## src/rtl/player_ready_manager_pkg.sv

```systemverilog
// menu_pkg: slot FSM encoding, player indices and popcount helper shared by the ready manager.
package menu_pkg;
  typedef enum logic [1:0] {
    SLOT_IDLE   = 2'd0,
    SLOT_READY  = 2'd1,
    SLOT_LOCKED = 2'd2
  } slot_state_t;
  localparam int GREEN  = 0;
  localparam int RED    = 1;
  localparam int BLUE   = 2;
  localparam int YELLOW = 3;
  function automatic logic [2:0] popcount4(input logic [3:0] v);
    return 3'(v[0]) + 3'(v[1]) + 3'(v[2]) + 3'(v[3]);
  endfunction
endpackage

```

## src/rtl/player_ready_manager_if.sv

```systemverilog
// player_ready_manager_if: buttons and menu status in, per-player ready levels out.
interface player_ready_manager_if;
  logic       green_btn;
  logic       red_btn;
  logic       blue_btn;
  logic       yellow_btn;
  logic       is_in_menu;
  logic [2:0] countdown;
  logic       green_ready_to_play;
  logic       red_ready_to_play;
  logic       blue_ready_to_play;
  logic       yellow_ready_to_play;
  logic [2:0] ready_count;
  logic       activity;
  modport master (
    output green_btn, red_btn, blue_btn, yellow_btn, is_in_menu, countdown,
    input  green_ready_to_play, red_ready_to_play, blue_ready_to_play, yellow_ready_to_play,
    input  ready_count, activity
  );
  modport slave (
    input  green_btn, red_btn, blue_btn, yellow_btn, is_in_menu, countdown,
    output green_ready_to_play, red_ready_to_play, blue_ready_to_play, yellow_ready_to_play,
    output ready_count, activity
  );
endinterface

```

## src/rtl/player_ready_manager_slot.sv

```systemverilog
// player_ready_slot: one button through sync, debounce, edge detect and the ready/lock FSM.
module player_ready_slot
  import menu_pkg::*;
#(
  parameter int DEBOUNCE_CLK_COUNT = 500000
) (
  input  logic       clk,
  input  logic       reset,
  input  logic       btn,
  input  logic       is_in_menu,
  input  logic [2:0] countdown,
  output logic       ready,
  output logic       press_accepted
);
  localparam int CW = $clog2(DEBOUNCE_CLK_COUNT + 1);
  logic          sync1, sync2, debounced, debounced_q, press;
  logic [CW-1:0] cnt;
  slot_state_t   state;
  // press is registered so a stable raw edge reaches ready 2 + N + 2 cycles later
  always_ff @(posedge clk or posedge reset) begin
    if (reset) begin
      sync1          <= 1'b0;
      sync2          <= 1'b0;
      debounced      <= 1'b0;
      debounced_q    <= 1'b0;
      press          <= 1'b0;
      cnt            <= '0;
      state          <= SLOT_IDLE;
      ready          <= 1'b0;
      press_accepted <= 1'b0;
    end else begin
      sync1          <= btn;
      sync2          <= sync1;
      debounced_q    <= debounced;
      press          <= debounced & ~debounced_q;
      press_accepted <= 1'b0;
      if (sync2 == debounced) cnt <= '0;
      else if (cnt == CW'(DEBOUNCE_CLK_COUNT - 1)) begin
        debounced <= sync2;
        cnt       <= '0;
      end else cnt <= cnt + 1'b1;
      unique case (state)
        SLOT_IDLE:
          if (press && is_in_menu && countdown == 3'd0) begin
            state          <= SLOT_READY;
            ready          <= 1'b1;
            press_accepted <= 1'b1;
          end
        SLOT_READY:
          if (countdown != 3'd0) state <= SLOT_LOCKED;
          else if (press && is_in_menu) begin
            state          <= SLOT_IDLE;
            ready          <= 1'b0;
            press_accepted <= 1'b1;
          end
        default: ;
      endcase
    end
  end
endmodule

```

## src/rtl/player_ready_manager.sv

```systemverilog
// player_ready_manager: four independent ready slots plus registered ready count and activity pulse.
module player_ready_manager
  import menu_pkg::*;
#(
  parameter int DEBOUNCE_CLK_COUNT = 500000
) (
  input logic                   clk,
  input logic                   reset,
  player_ready_manager_if.slave bus
);
  logic [3:0] btn, ready, accepted;
  assign btn[GREEN]  = bus.green_btn;
  assign btn[RED]    = bus.red_btn;
  assign btn[BLUE]   = bus.blue_btn;
  assign btn[YELLOW] = bus.yellow_btn;
  for (genvar i = 0; i < 4; i++) begin : g_slot
    player_ready_slot #(.DEBOUNCE_CLK_COUNT(DEBOUNCE_CLK_COUNT)) u_slot (
      .clk            (clk),
      .reset          (reset),
      .btn            (btn[i]),
      .is_in_menu     (bus.is_in_menu),
      .countdown      (bus.countdown),
      .ready          (ready[i]),
      .press_accepted (accepted[i])
    );
  end
  assign bus.green_ready_to_play  = ready[GREEN];
  assign bus.red_ready_to_play    = ready[RED];
  assign bus.blue_ready_to_play   = ready[BLUE];
  assign bus.yellow_ready_to_play = ready[YELLOW];
  always_ff @(posedge clk or posedge reset) begin
    if (reset) begin
      bus.ready_count <= 3'd0;
      bus.activity    <= 1'b0;
    end else begin
      bus.ready_count <= popcount4(ready);
      bus.activity    <= |accepted;
    end
  end
endmodule

```

## src/flat_wrapper.sv

```systemverilog
// flat-port wrapper written by rule: the top's interface ports become plain ports
module player_ready_manager_flat import menu_pkg::*;
#(
  parameter int DEBOUNCE_CLK_COUNT = 500000
)
  (clk, reset, bus_green_btn, bus_red_btn, bus_blue_btn, bus_yellow_btn, bus_is_in_menu, bus_countdown, bus_green_ready_to_play, bus_red_ready_to_play, bus_blue_ready_to_play, bus_yellow_ready_to_play, bus_ready_count, bus_activity);
  player_ready_manager_if bus_i ();
  input logic clk;
  input logic reset;
  input wire logic [$bits(bus_i.green_btn)-1:0] bus_green_btn;
  input wire logic [$bits(bus_i.red_btn)-1:0] bus_red_btn;
  input wire logic [$bits(bus_i.blue_btn)-1:0] bus_blue_btn;
  input wire logic [$bits(bus_i.yellow_btn)-1:0] bus_yellow_btn;
  input wire logic [$bits(bus_i.is_in_menu)-1:0] bus_is_in_menu;
  input wire logic [$bits(bus_i.countdown)-1:0] bus_countdown;
  output wire logic [$bits(bus_i.green_ready_to_play)-1:0] bus_green_ready_to_play;
  output wire logic [$bits(bus_i.red_ready_to_play)-1:0] bus_red_ready_to_play;
  output wire logic [$bits(bus_i.blue_ready_to_play)-1:0] bus_blue_ready_to_play;
  output wire logic [$bits(bus_i.yellow_ready_to_play)-1:0] bus_yellow_ready_to_play;
  output wire logic [$bits(bus_i.ready_count)-1:0] bus_ready_count;
  output wire logic [$bits(bus_i.activity)-1:0] bus_activity;
  assign bus_i.green_btn = bus_green_btn;
  assign bus_i.red_btn = bus_red_btn;
  assign bus_i.blue_btn = bus_blue_btn;
  assign bus_i.yellow_btn = bus_yellow_btn;
  assign bus_i.is_in_menu = bus_is_in_menu;
  assign bus_i.countdown = bus_countdown;
  assign bus_green_ready_to_play = bus_i.green_ready_to_play;
  assign bus_red_ready_to_play = bus_i.red_ready_to_play;
  assign bus_blue_ready_to_play = bus_i.blue_ready_to_play;
  assign bus_yellow_ready_to_play = bus_i.yellow_ready_to_play;
  assign bus_ready_count = bus_i.ready_count;
  assign bus_activity = bus_i.activity;
  player_ready_manager #(.DEBOUNCE_CLK_COUNT(DEBOUNCE_CLK_COUNT)) u_core (.clk(clk), .reset(reset), .bus(bus_i));
endmodule
```

## config.mk

```make
export PLATFORM = sky130hd
export DESIGN_NAME = player_ready_manager_flat
export DESIGN_NICKNAME = d
export VERILOG_FILES = /design/src/rtl/player_ready_manager_pkg.sv /design/src/rtl/player_ready_manager_if.sv /design/src/rtl/player_ready_manager_slot.sv /design/src/rtl/player_ready_manager.sv /design/src/flat_wrapper.sv
export SDC_FILE = /design/constraint.sdc
export NUM_CORES = 1
export LEC_CHECK = 0
export BUFFER_PORTS_ARGS = -buffer_cell sky130_fd_sc_hd__buf_2
export CELL_PAD_IN_SITES_DETAIL_PLACEMENT = 1
export CELL_PAD_IN_SITES_GLOBAL_PLACEMENT = 1
export CORE_ASPECT_RATIO = 1.1
export CORE_MARGIN = 10
export CORE_UTILIZATION = 55
export CTS_BUF_LIST = sky130_fd_sc_hd__clkbuf_4
export DETAILED_ROUTE_END_ITERATION = 7
export HOLD_SLACK_MARGIN = 0.15
export PLACE_DENSITY_LB_ADDON = 0.1
export SYNTH_ARGS = -nofsm -noshare
export SYNTH_HDL_FRONTEND = slang
export SYNTH_SLANG_ARGS = --single-unit
```

## constraint.sdc

```tcl
create_clock -name clk -period 5.3 [get_ports clk]
set_input_delay 0 -clock clk [delete_from_list [all_inputs] [get_ports clk]]
set_output_delay 0 -clock clk [all_outputs]
set_load 0.01 [all_outputs]
```

==> impl_metrics.py, run 1 <==
metrics = {
    "run_status": {
        "status": "complete, no violations",
    },
    "critical_path": {
        "crit_path_start_kind": "flip-flop",
        "worst-path-max-fanout": 18,
        "worst-path-buf-inv": 0,
        "critical_path.cell_chain": "ha_1, or4bb_1, o41ai_4, nor2_1",
        "critical_path.endpoint_type": "flip-flop",
        "ff2ff_setup_slack_ns": 2.75,
        "worst_setup_path_startpoint": "u_core.g_slot[0].u_slot.cnt[0]",
        "worst_endpoint_required_time_ns": 5.65,
        "critPathKind": "reg -> reg",
        "arrival_ns": 2.89,
        "cpPeakStageDelay_ns": 0.90,
        "worst-path-stages": 4,
        "start_of_the_worst_register_to_register_path": "u_core.g_slot[0].u_slot.cnt[0]",
        "critical-path-slowest-cell": "sky130_fd_sc_hd__o41ai_4",
        "critPathTopFamily": "compound AO/OA/AOI/OAI gates",
        "timing.reg2reg.worst_path_depth": 4,
    },
    "floorplan": {
        "fp.coreArea_um2": 9259,
        "core.rowCount": 37,
        "die_height_um": 121.6,
        "die_area_um2": 13670,
        "die_w_um": 112.4,
        "pin_count": 18,
        "initial_standard_cell_utilization_of_the_core_pct": 55.76,
    },
    "drt": {
        "avgRoutedWirePerCell_um": 17.57,
        "via_count": 3854,
        "finalWirelength_um": 11580,
        "drt_iter0_drc": 155,
        "vias_per_cell": 5.848,
        "antenna_violating_nets_post_route": 0,
        "first_pass_iters": 4,
        "route.detailed.drc": 0,
    },
    "clock_tree": {
        "path_clk_slew_ns": 0.11,
        "clock-sinks": 116,
        "total_cts_buffers": 17,
        "clk_root_buffer_cell": "sky130_fd_sc_hd__clkbuf_4",
        "cts_setup_buffers": 0,
        "cts_max_level": 4,
        "clkLatencyLatePin_ns": 0.51,
        "cts_tree": "built",
        "cts-resized-gates": 0,
        "cts_buffer_depth": 2,
        "cts_hold_repair.buffers": 14,
    },
    "yosys": {
        "register_area_share_after_synthesis_pct": 56.23,
        "post-synth-top-area-cell": "sky130_fd_sc_hd__dfrtp_1",
        "async_flop_share_pct": 100.0,
        "synth_fp_nets": 500,
        "synth.cell_area_um2": 5162,
        "synth_edf_count": 0,
        "synth_cell_type_count": 38,
        "synth_top_cell_area_share_pct": 56.23,
        "synth-seq-cells": 116,
        "postSynthAreaPerCell_um2": 10.69,
        "synthCells": 483,
        "yosysWarnings": 0,
        "ys_dominant_reg_cell": "sky130_fd_sc_hd__dfrtp_1",
        "netlist_top_cells_area": "sky130_fd_sc_hd__dfrtp_1 56%, sky130_fd_sc_hd__xnor2_1 5.8%, sky130_fd_sc_hd__nor2_1 4.4%",
    },
    "global_routing": {
        "grt_first_pass_wirelength_um": 20000,
        "grt_antenna_before_repair": 1,
        "grt_max_degree": 74,
        "grt_use_total_pct": 17.73,
        "overflow": 0,
        "first_global_vias": 4160,
    },
    "sta": {
        "hold_viol": 0,
        "fin_crit_sh_pct": 48.03,
        "timing.max_slew.rel_slack_pct": 33.64,
        "grt_setup_unrepaired": "false",
        "hold-worst-slack_ns": 0.2316,
        "final-setup-viol-count": 0,
        "slew_viol_final": 0,
        "fmax_ghz": 0.3928,
        "fin_skew_ns": 0.01447,
        "final.min_clock_period_ns": 2.546,
        "totalNegativeSetupSlack_ns": 0,
        "worst_slew_pin_slew_ns": 0.9919,
    },
    "final_layout": {
        "area.growth.synth_to_final_pct": 11.12,
        "ratio_of_cells_with_drive_above_1_in_the_final_layout_pct": 11.46,
        "postLayoutCellArea_um2": 5737,
        "fillerInstances": 1040,
        "final_nets": 546,
        "fin_cells": 659,
    },
    "place": {
        "hpwl_after_dpl_um": 7853,
        "placed_cells_incl_taps": 613,
        "placement.cell_area_um2": 5389,
        "gp_congestion": 0.7956,
        "io_buffers": 17,
    },
    "worst_hold_path": {
        "holdCritPathClass": "in -> async",
    },
    "pwr": {
        "total_power_uw": 1477,
        "peakVddDrop_v": 0.0001512,
        "power.density_nw_per_um2": 257.5,
        "p_leak_uw": 0.002525,
    },
    "run": {
        "max_cap_violations": 0,
    },
}
-- layer usage --
metal	wire, um	vias to the layer above	track usage (%)
met2	6081	48	30.62
met3	341	11	4.130
met5	0	-	0
met1	5008	1984	21.24
li1	-	1811	-
met4	148	0	6.508
-- cells in the final DEF (no fill, tap or decap), types with 2 or more instances in the layout --
cell type                       Yosys  final
sky130_fd_sc_hd__nor2_1            61     61
sky130_fd_sc_hd__clkinv_2           0      5
sky130_fd_sc_hd__nor4b_1            3      3
sky130_fd_sc_hd__and3_1             3      3
sky130_fd_sc_hd__clkinv_1           0      4
sky130_fd_sc_hd__a21oi_1           22     22
sky130_fd_sc_hd__or4b_1             2      2
sky130_fd_sc_hd__nand2_1           27     27
sky130_fd_sc_hd__buf_4              0      4
sky130_fd_sc_hd__nor4bb_1           2      2
sky130_fd_sc_hd__nor3_1            11     11
sky130_fd_sc_hd__nor2b_1            4      4
sky130_fd_sc_hd__nand4_1           16     16
sky130_fd_sc_hd__xor2_1            20     20
sky130_fd_sc_hd__clkbuf_4           0     22
sky130_fd_sc_hd__o21ai_1            2      2
sky130_fd_sc_hd__inv_1             19     18
sky130_fd_sc_hd__and4_1             5      5
sky130_fd_sc_hd__o21ai_0           23     23
sky130_fd_sc_hd__dfrtp_1          116    116
sky130_fd_sc_hd__mux2_2             4      4
sky130_fd_sc_hd__nand3_4            2      2
sky130_fd_sc_hd__xnor2_1           34     34
sky130_fd_sc_hd__or3_1             13     13
sky130_fd_sc_hd__nand3_1           26     26
sky130_fd_sc_hd__o31ai_1            6      6
sky130_fd_sc_hd__dlygate4sd3_1      0     14
sky130_fd_sc_hd__nand3b_1           4      4
sky130_fd_sc_hd__ha_1               6      6
sky130_fd_sc_hd__nand4_2            2      2
sky130_fd_sc_hd__a21o_1             4      4
sky130_fd_sc_hd__buf_2              6     17
sky130_fd_sc_hd__or4_1             13     13
sky130_fd_sc_hd__or2_2              2      2
sky130_fd_sc_hd__and2_1             4      4
sky130_fd_sc_hd__nor4_1            13     13
-- report_power, final --
part	leakage (uW)	switching, uW	internal (uW)
registers	0.00159	11.4	895
clock network	0.000127	311	199
logic	0.000806	40.7	20.8
-- path summary, 6_finish.rpt --
check / end
max: u_core.g_slot[0].u_slot.cnt[10]
min: u_core.g_slot[3].u_slot.cnt[15]
max reg2reg: u_core.g_slot[0].u_slot.cnt[10]
min reg2reg: u_core.g_slot[2].u_slot.sync2
max in group asynchronous: u_core.g_slot[1].u_slot.debounced
min in group clk: u_core.g_slot[2].u_slot.sync2
-- cells by family after synthesis --
family                   synth area share [%]
adder cells (fa/ha/maj)                 1.842
XOR/XNOR                                9.162
AO/OA/AOI/OAI                           6.956
flip-flops                              56.23
AND/OR/NAND/NOR                         22.83
multiplexers                           0.8725
buffers and inverters                   2.109
-- metrics by stage --
stage	utilization [%]	worst slack, ns
floorplan	-	2.228
global placement	58.20	2.913
detailed placement	58.20	2.754
CTS	61.93	2.725
global route	61.96	2.562
finish	61.96	2.754
-- synthesized netlist by cell type (4+ instances only) --
master and count:
sky130_fd_sc_hd__dfrtp_1 116, sky130_fd_sc_hd__o31ai_1 6, sky130_fd_sc_hd__nor2b_1 4, sky130_fd_sc_hd__nor3_1 11, sky130_fd_sc_hd__nand2_1 27, sky130_fd_sc_hd__inv_1 19
sky130_fd_sc_hd__or3_1 13, sky130_fd_sc_hd__nand3b_1 4, sky130_fd_sc_hd__nor4_1 13, sky130_fd_sc_hd__mux2_2 4, sky130_fd_sc_hd__a21o_1 4, sky130_fd_sc_hd__and4_1 5
sky130_fd_sc_hd__and2_1 4, sky130_fd_sc_hd__nand3_1 26, sky130_fd_sc_hd__buf_2 6, sky130_fd_sc_hd__xor2_1 20, sky130_fd_sc_hd__nand4_1 16, sky130_fd_sc_hd__xnor2_1 34
sky130_fd_sc_hd__a21oi_1 22, sky130_fd_sc_hd__o21ai_0 23, sky130_fd_sc_hd__ha_1 6, sky130_fd_sc_hd__nor2_1 61, sky130_fd_sc_hd__or4_1 13
-- worst min-delay path, cell delays in order --
cell and delay, ns:
sky130_fd_sc_hd__dlygate4sd3_1 0.53, sky130_fd_sc_hd__buf_2 0.14, sky130_fd_sc_hd__inv_4 0.62
-- flip-flops by register name (all words and copies together), names as in the netlist --
| name | count |
|---|---|
| u_core.g_slot.u_slot.sync2 | 4 |
| u_core.bus.activity | 1 |
| u_core.g_slot.u_slot.debounced | 4 |
| u_core.g_slot.u_slot.press | 4 |
| u_core.g_slot.u_slot.sync1 | 4 |
| u_core.bus.ready_count | 3 |
| u_core.g_slot.u_slot.press_accepted | 4 |
| u_core.g_slot.u_slot.state | 8 |
| u_core.g_slot.u_slot.ready | 4 |
| u_core.g_slot.u_slot.cnt | 76 |
| u_core.g_slot.u_slot.debounced_q | 4 |
-- final cells by class --
| cell class | count | area (um2) | share of cell area (%) |
|---|---|---|---|
| inverters | 19 | 73.82 | 1.287 |
| flip-flops and latches | 116 | 2903 | 50.60 |
| clock inverters | 9 | 40.04 | 0.6979 |
| multi-input cells | 340 | 2151 | 37.49 |
| diodes | 1 | 2.502 | 0.04362 |
| well taps | 117 | 146.4 | 2.552 |
| repair buffers | 35 | 255.2 | 4.449 |
| clock buffers | 22 | 165.2 | 2.879 |
Note: power is estimated with default switching activity, not from simulation.
==> run 2: changes to the inputs <==
CORE_UTILIZATION = 46   (was 55)
clock period = 2.25 ns   (was 5.3 ns; I/O delays follow)
==> impl_metrics.py, run 2 (synthesized netlist as in run 1, its figures left out) <==
metrics = {
    "sta": {
        "slew_viol_final": 0,
        "fmax_ghz": 0.4759,
        "timing.max_slew.rel_slack_pct": 56.92,
        "final.min_clock_period_ns": 2.101,
        "worst_slew_pin_slew_ns": 0.6462,
        "grt_setup_unrepaired": "false",
        "totalNegativeSetupSlack_ns": 0,
        "worst_slack_ns": 0.1486,
        "fin_skew_ns": 0.01343,
        "hold_viol": 0,
        "final-setup-viol-count": 0,
        "fin_crit_sh_pct": 93.39,
    },
    "place": {
        "hpwl_after_dpl_um": 7135,
        "io_buffers": 17,
        "dp_worst_setup_slack_ns": 0.1940,
        "gp_congestion": 0.8041,
    },
    "global_routing": {
        "grt_antenna_before_repair": 0,
        "overflow": 0,
        "first_global_vias": 3952,
        "grt_use_total_pct": 14.29,
        "grt_first_pass_wirelength_um": 18690,
        "grt_max_degree": 117,
    },
    "clock_tree": {
        "clk_root_buffer_cell": "sky130_fd_sc_hd__clkbuf_4",
        "clock-sinks": 116,
        "cts_buffer_depth": 2,
        "clkLatencyLatePin_ns": 0.55,
        "cts_hold_repair.buffers": 19,
        "cts_max_level": 4,
        "cts_setup_buffers": 0,
        "path_clk_slew_ns": 0.10,
        "cts-resized-gates": 0,
        "total_cts_buffers": 17,
        "cts_tree": "built",
    },
    "final_layout": {
        "mostFrequentLayoutCell": "sky130_fd_sc_hd__dfrtp_1",
        "final_nets": 557,
        "utilization_pct": 53.97,
        "antenna_cell_count": 0,
        "ratio_of_cells_with_drive_above_1_in_the_final_layout_pct": 12.00,
        "max_flop_register": "u_core.g_slot.u_slot.cnt",
        "mostFrequentLayoutCells": "116 x sky130_fd_sc_hd__dfrtp_1, 61 x sky130_fd_sc_hd__nor2_1, 34 x sky130_fd_sc_hd__xnor2_1, 27 x sky130_fd_sc_hd__nand2_1, 26 x sky130_fd_sc_hd__nand3_1",
        "largest_register_ff_count": 76,
        "top_regs": "u_core.g_slot.u_slot.cnt: 76 flops, u_core.g_slot.u_slot.state: 8 flops",
        "area.growth.synth_to_final_pct": 14.59,
    },
    "critical_path": {
        "critical_path.endpoint_type": "flip-flop",
        "arrival_ns": 2.58,
        "critical-path-slowest-cell": "sky130_fd_sc_hd__dlygate4sd3_1",
        "critical_path.cell_chain": "dlygate4sd3_1, buf_2, nor4b_1, dlygate4sd3_1, buf_4, nand3b_1, o21ai_0, dlygate4sd3_1",
        "crit_path_start_kind": "primary input",
        "worst-path-max-fanout": 4,
        "critPathTopFamily": "buffers and inverters",
        "worst-path-buf-inv": 5,
        "worst_endpoint_required_time_ns": 2.73,
        "critPathKind": "in -> reg",
        "worst_path_most_repeated_cell": "sky130_fd_sc_hd__dlygate4sd3_1",
        "cpPeakStageDelay_ns": 0.58,
    },
    "pwr": {
        "power_switching_share_pct": 23.31,
        "p_leak_uw": 0.002594,
        "cell_internal_pwr_uw": 2823,
        "peakVddDrop_v": 0.0003783,
        "p_sw_uw": 857.9,
        "power.density_nw_per_um2": 622.2,
        "comb_power_share_pct": 4.2,
        "p_clk_share_pct": 37.8,
        "pwr-share-seq_pct": 58.0,
    },
    "floorplan": {
        "die_w_um": 121.0,
        "die_height_um": 131.1,
        "pin_count": 18,
        "initial_standard_cell_utilization_of_the_core_pct": 47.10,
        "core.rowCount": 40,
        "fp.coreArea_um2": 10960,
        "die_area_um2": 15870,
    },
    "drt": {
        "via_count": 3782,
        "vias_per_cell": 5.426,
        "route.detailed.drc": 0,
        "first_pass_iters": 4,
        "antenna_violating_nets_post_route": 0,
        "finalWirelength_um": 10550,
        "avgRoutedWirePerCell_um": 15.13,
        "drt_iter0_drc": 194,
    },
    "worst_hold_path": {
        "holdCritPathClass": "in -> async",
    },
    "run": {
        "max_cap_violations": 0,
    },
    "run_status": {
        "status": "complete, no violations",
    },
}
run 2: power by group through the flow:
| stage | clock (uW) | combinational (uW) | sequential, uW |
|---|---|---|---|
| after floorplan | 0 | 87.5 | 2170 |
| after global placement | 0 | 134 | 2170 |
| after detailed placement | 0 | 138 | 2180 |
| after CTS | 1440 | 160 | 2130 |
| after global routing | 1540 | 180 | 2140 |
| final | 1390 | 156 | 2130 |
run 2: area by class of cell:
cell class	count	area, um2
Sequential cell	116	2903
Inverter	19	75.07
Multi-Input combinational cell	340	2151
Fill cell	1216	5045
Clock inverter	9	90.09
Timing Repair Buffer	46	362.8
Tap cell	147	183.9
Clock buffer	20	150.1
run 2: worst paths after layout:
path                                                startpoint                           endpoint  slack (ns)  cells past startpoint
worst min register to register   u_core.g_slot[3].u_slot.sync1      u_core.g_slot[3].u_slot.sync2        0.36                      0
worst max register to register  u_core.g_slot[0].u_slot.cnt[0]  u_core.g_slot[0].u_slot.debounced        0.18                      4
worst max-delay path                          bus_countdown[0]   u_core.g_slot[0].u_slot.state[0]        0.15                      8
worst min-delay path                                     reset     u_core.g_slot[2].u_slot.cnt[7]        0.14                      4
min in group clk                 u_core.g_slot[3].u_slot.sync1      u_core.g_slot[3].u_slot.sync2        0.36                      0
max in group asynchronous                                reset      u_core.g_slot[0].u_slot.sync1        1.57                      4
run 2: metal layers:
metal	wire, um	share of wire [%]	up-vias	GRT usage (%)
met3	393	3.7	17	4.542
li1	-	-	1824	-
met4	176	1.7	0	6.040
met5	0	0	-	0
met1	4800	46	1897	17.67
met2	5176	49	44	22.38
run 2: worst register-to-register path, stage by stage, from the launching register on:
cell and delay [ns]:
sky130_fd_sc_hd__dfrtp_1 0.45, sky130_fd_sc_hd__ha_1 0.29, sky130_fd_sc_hd__or4bb_1 0.57, sky130_fd_sc_hd__nor4_1 0.29, sky130_fd_sc_hd__mux2_2 0.37
run 2: through the flow:
| stage | hold slack [ns] | cells | instance area (um2) | total power, uW |
|---|---|---|---|---|
| 6_report | 0.1382 | 697 | 5916 | 3681 |
| 5_1_grt | 0.2386 | 697 | 5916 | 3856 |
| 4_1_cts | 0.1708 | 697 | 5916 | 3734 |
| 3_5_place_dp | 0.1097 | 649 | 5485 | 2314 |
| 3_3_place_gp | 0.1092 | 649 | 5485 | 2307 |
| 2_1_floorplan | 0.03143 | 483 | 5166 | 2257 |
==> run 3: changes to the inputs <==
PLACE_DENSITY_LB_ADDON = 0.08   (was 0.1)
==> impl_metrics.py, run 3 (synthesized netlist as in run 1, its figures left out) <==
metrics = {
    "sta": {
        "fin_skew_ns": 0.01454,
        "final-setup-viol-count": 0,
        "totalNegativeSetupSlack_ns": 0,
        "hold-worst-slack_ns": 0.3569,
        "grt_setup_unrepaired": "false",
        "fin_crit_sh_pct": 93.94,
        "timing.max_slew.rel_slack_pct": 51.65,
        "final.min_clock_period_ns": 2.114,
        "fmax_ghz": 0.4731,
        "hold_viol": 0,
        "worst_slack_ns": 0.1363,
        "slew_viol_final": 0,
        "worst_slew_pin_slew_ns": 0.7237,
    },
    "floorplan": {
        "fp.coreArea_um2": 10960,
        "initial_standard_cell_utilization_of_the_core_pct": 47.10,
        "core.rowCount": 40,
        "die_height_um": 131.1,
        "pin_count": 18,
        "die_w_um": 121.0,
        "die_area_um2": 15870,
    },
    "final_layout": {
        "utilization_pct": 54.78,
        "fillerInstances": 1214,
        "sequential_cell_area_um2": 2903,
        "fin_cells": 702,
        "largest_register_ff_count": 76,
        "ratio_of_cells_with_drive_above_1_in_the_final_layout_pct": 12.61,
        "final_nets": 559,
        "mostFrequentLayoutCell": "sky130_fd_sc_hd__dfrtp_1",
        "mostFrequentLayoutCells": "116 x sky130_fd_sc_hd__dfrtp_1, 61 x sky130_fd_sc_hd__nor2_1, 34 x sky130_fd_sc_hd__xnor2_1, 27 x sky130_fd_sc_hd__nand2_1, 26 x sky130_fd_sc_hd__nand3_1",
        "top_regs": "u_core.g_slot.u_slot.cnt: 76 flops, u_core.g_slot.u_slot.state: 8 flops",
        "max_flop_register": "u_core.g_slot.u_slot.cnt",
        "antenna_cell_count": 0,
        "multiInputGateArea_um2": 2151,
        "area.growth.synth_to_final_pct": 16.31,
    },
    "clock_tree": {
        "cts_buffer_depth": 2,
        "total_cts_buffers": 17,
        "path_clk_slew_ns": 0.10,
        "cts_max_level": 4,
        "clk_root_buffer_cell": "sky130_fd_sc_hd__clkbuf_4",
        "clock-sinks": 116,
        "clkLatencyLatePin_ns": 0.52,
        "cts_tree": "built",
    },
    "critical_path": {
        "worst-path-max-fanout": 5,
        "critPathKind": "in -> reg",
        "start_of_the_worst_register_to_register_path": "u_core.g_slot[2].u_slot.cnt[0]",
        "regToRegEndpoint": "u_core.g_slot[2].u_slot.cnt[16]",
        "timing.reg2reg.worst_path_depth": 5,
        "critical_path.endpoint_type": "flip-flop",
        "ff2ff_setup_slack_ns": 0.16,
        "crit_path_start_kind": "primary input",
        "worst_endpoint_required_time_ns": 2.70,
        "arrival_ns": 2.57,
    },
    "pwr": {
        "p_leak_uw": 0.002630,
        "peakVddDrop_v": 0.0003319,
        "power.density_nw_per_um2": 653.8,
    },
    "global_routing": {
        "grt_antenna_before_repair": 0,
        "overflow": 0,
        "grt_first_pass_wirelength_um": 19640,
        "grt_max_degree": 47,
        "grt_use_total_pct": 14.94,
        "first_global_vias": 4204,
    },
    "place": {
        "io_buffers": 17,
        "gp_congestion": 0.7907,
        "dp_worst_setup_slack_ns": 0.1848,
        "placed_cells_incl_taps": 651,
        "hpwl_after_dpl_um": 7405,
    },
    "worst_hold_path": {
        "worst_hold_path.num_cells": 0,
        "holdCritPathClass": "reg -> reg",
        "hold_sp": "u_core.g_slot[3].u_slot.sync1",
        "worstHoldEndpoint": "u_core.g_slot[3].u_slot.sync2",
    },
    "drt": {
        "avgRoutedWirePerCell_um": 15.32,
        "finalWirelength_um": 10760,
        "route.detailed.drc": 0,
        "first_pass_iters": 6,
        "antenna_violating_nets_post_route": 0,
        "vias_per_cell": 5.365,
        "drt_iter0_drc": 151,
        "via_count": 3766,
    },
    "run": {
        "max_cap_violations": 0,
    },
    "run_status": {
        "status": "complete, no violations",
    },
}
## run 3: stage by stage
stage	instance area [um2]	power, uW
2_1_floorplan	5166	2257
5_1_grt	6005	4124
3_3_place_gp	5513	2313
3_5_place_dp	5513	2321
6_report	6005	3926
4_1_cts	6005	3994
## run 3: layer usage
| metal | vias to the layer above | track usage [%] | wire (um) |
|---|---|---|---|
| li1 | 1836 | - | - |
| met1 | 1873 | 18.84 | 5042 |
| met2 | 40 | 23.58 | 5229 |
| met3 | 17 | 4.327 | 317 |
| met4 | 0 | 5.638 | 166 |
| met5 | - | 0 | 0 |
## run 3: critical path, cell delays in order
cell                            delay [ns]
sky130_fd_sc_hd__dlygate4sd3_1        0.54
sky130_fd_sc_hd__buf_2                0.15
sky130_fd_sc_hd__or3_1                0.45
sky130_fd_sc_hd__a21oi_1              0.15
sky130_fd_sc_hd__dlygate4sd3_1        0.56
sky130_fd_sc_hd__o21ai_0              0.07
sky130_fd_sc_hd__o21ai_0              0.08
sky130_fd_sc_hd__dlygate4sd3_1        0.57
## run 3: worst max-delay path by stage
stage | startpoint | slack, ns | endpoint | cells past startpoint
after floorplan | u_core.g_slot[0].u_slot.cnt[0] | 0.16 | u_core.g_slot[0].u_slot.cnt[10] | 5
after global placement | u_core.g_slot[0].u_slot.cnt[0] | 0.26 | u_core.g_slot[0].u_slot.debounced | 4
after detailed placement | u_core.g_slot[2].u_slot.cnt[0] | 0.18 | u_core.g_slot[2].u_slot.cnt[16] | 5
after CTS | u_core.g_slot[0].u_slot.cnt[0] | 0.16 | u_core.g_slot[0].u_slot.cnt[10] | 5
after global routing | u_core.g_slot[2].u_slot.cnt[0] | 0.01 | u_core.g_slot[2].u_slot.cnt[16] | 5
final | bus_countdown[1] | 0.14 | u_core.g_slot[2].u_slot.state[0] | 8
## run 3: repair_timing
action,CTS,global route
gates resized for setup,0,0
hold endpoints to repair,136,0
setup buffers,0,0
hold buffers,19,0
setup endpoints to repair,0,0
## run 3: cell type report
cell class	count	area share [%]
sequential	116	48.34
multi-input combinational	340	35.82
timing repair buffer	48	6.501
tap	147	3.063
clock inverter	14	2.771
clock buffer	18	2.250
inverter	19	1.250
## run 3: where the power goes
group | switching [uW] | leakage (uW) | internal [uW]
Combinational | 98.1 | 0.000875 | 64.8
Clock | 761 | 0.000163 | 867
Sequential | 26.3 | 0.00159 | 2110
Total | 886 | 0.00263 | 3040
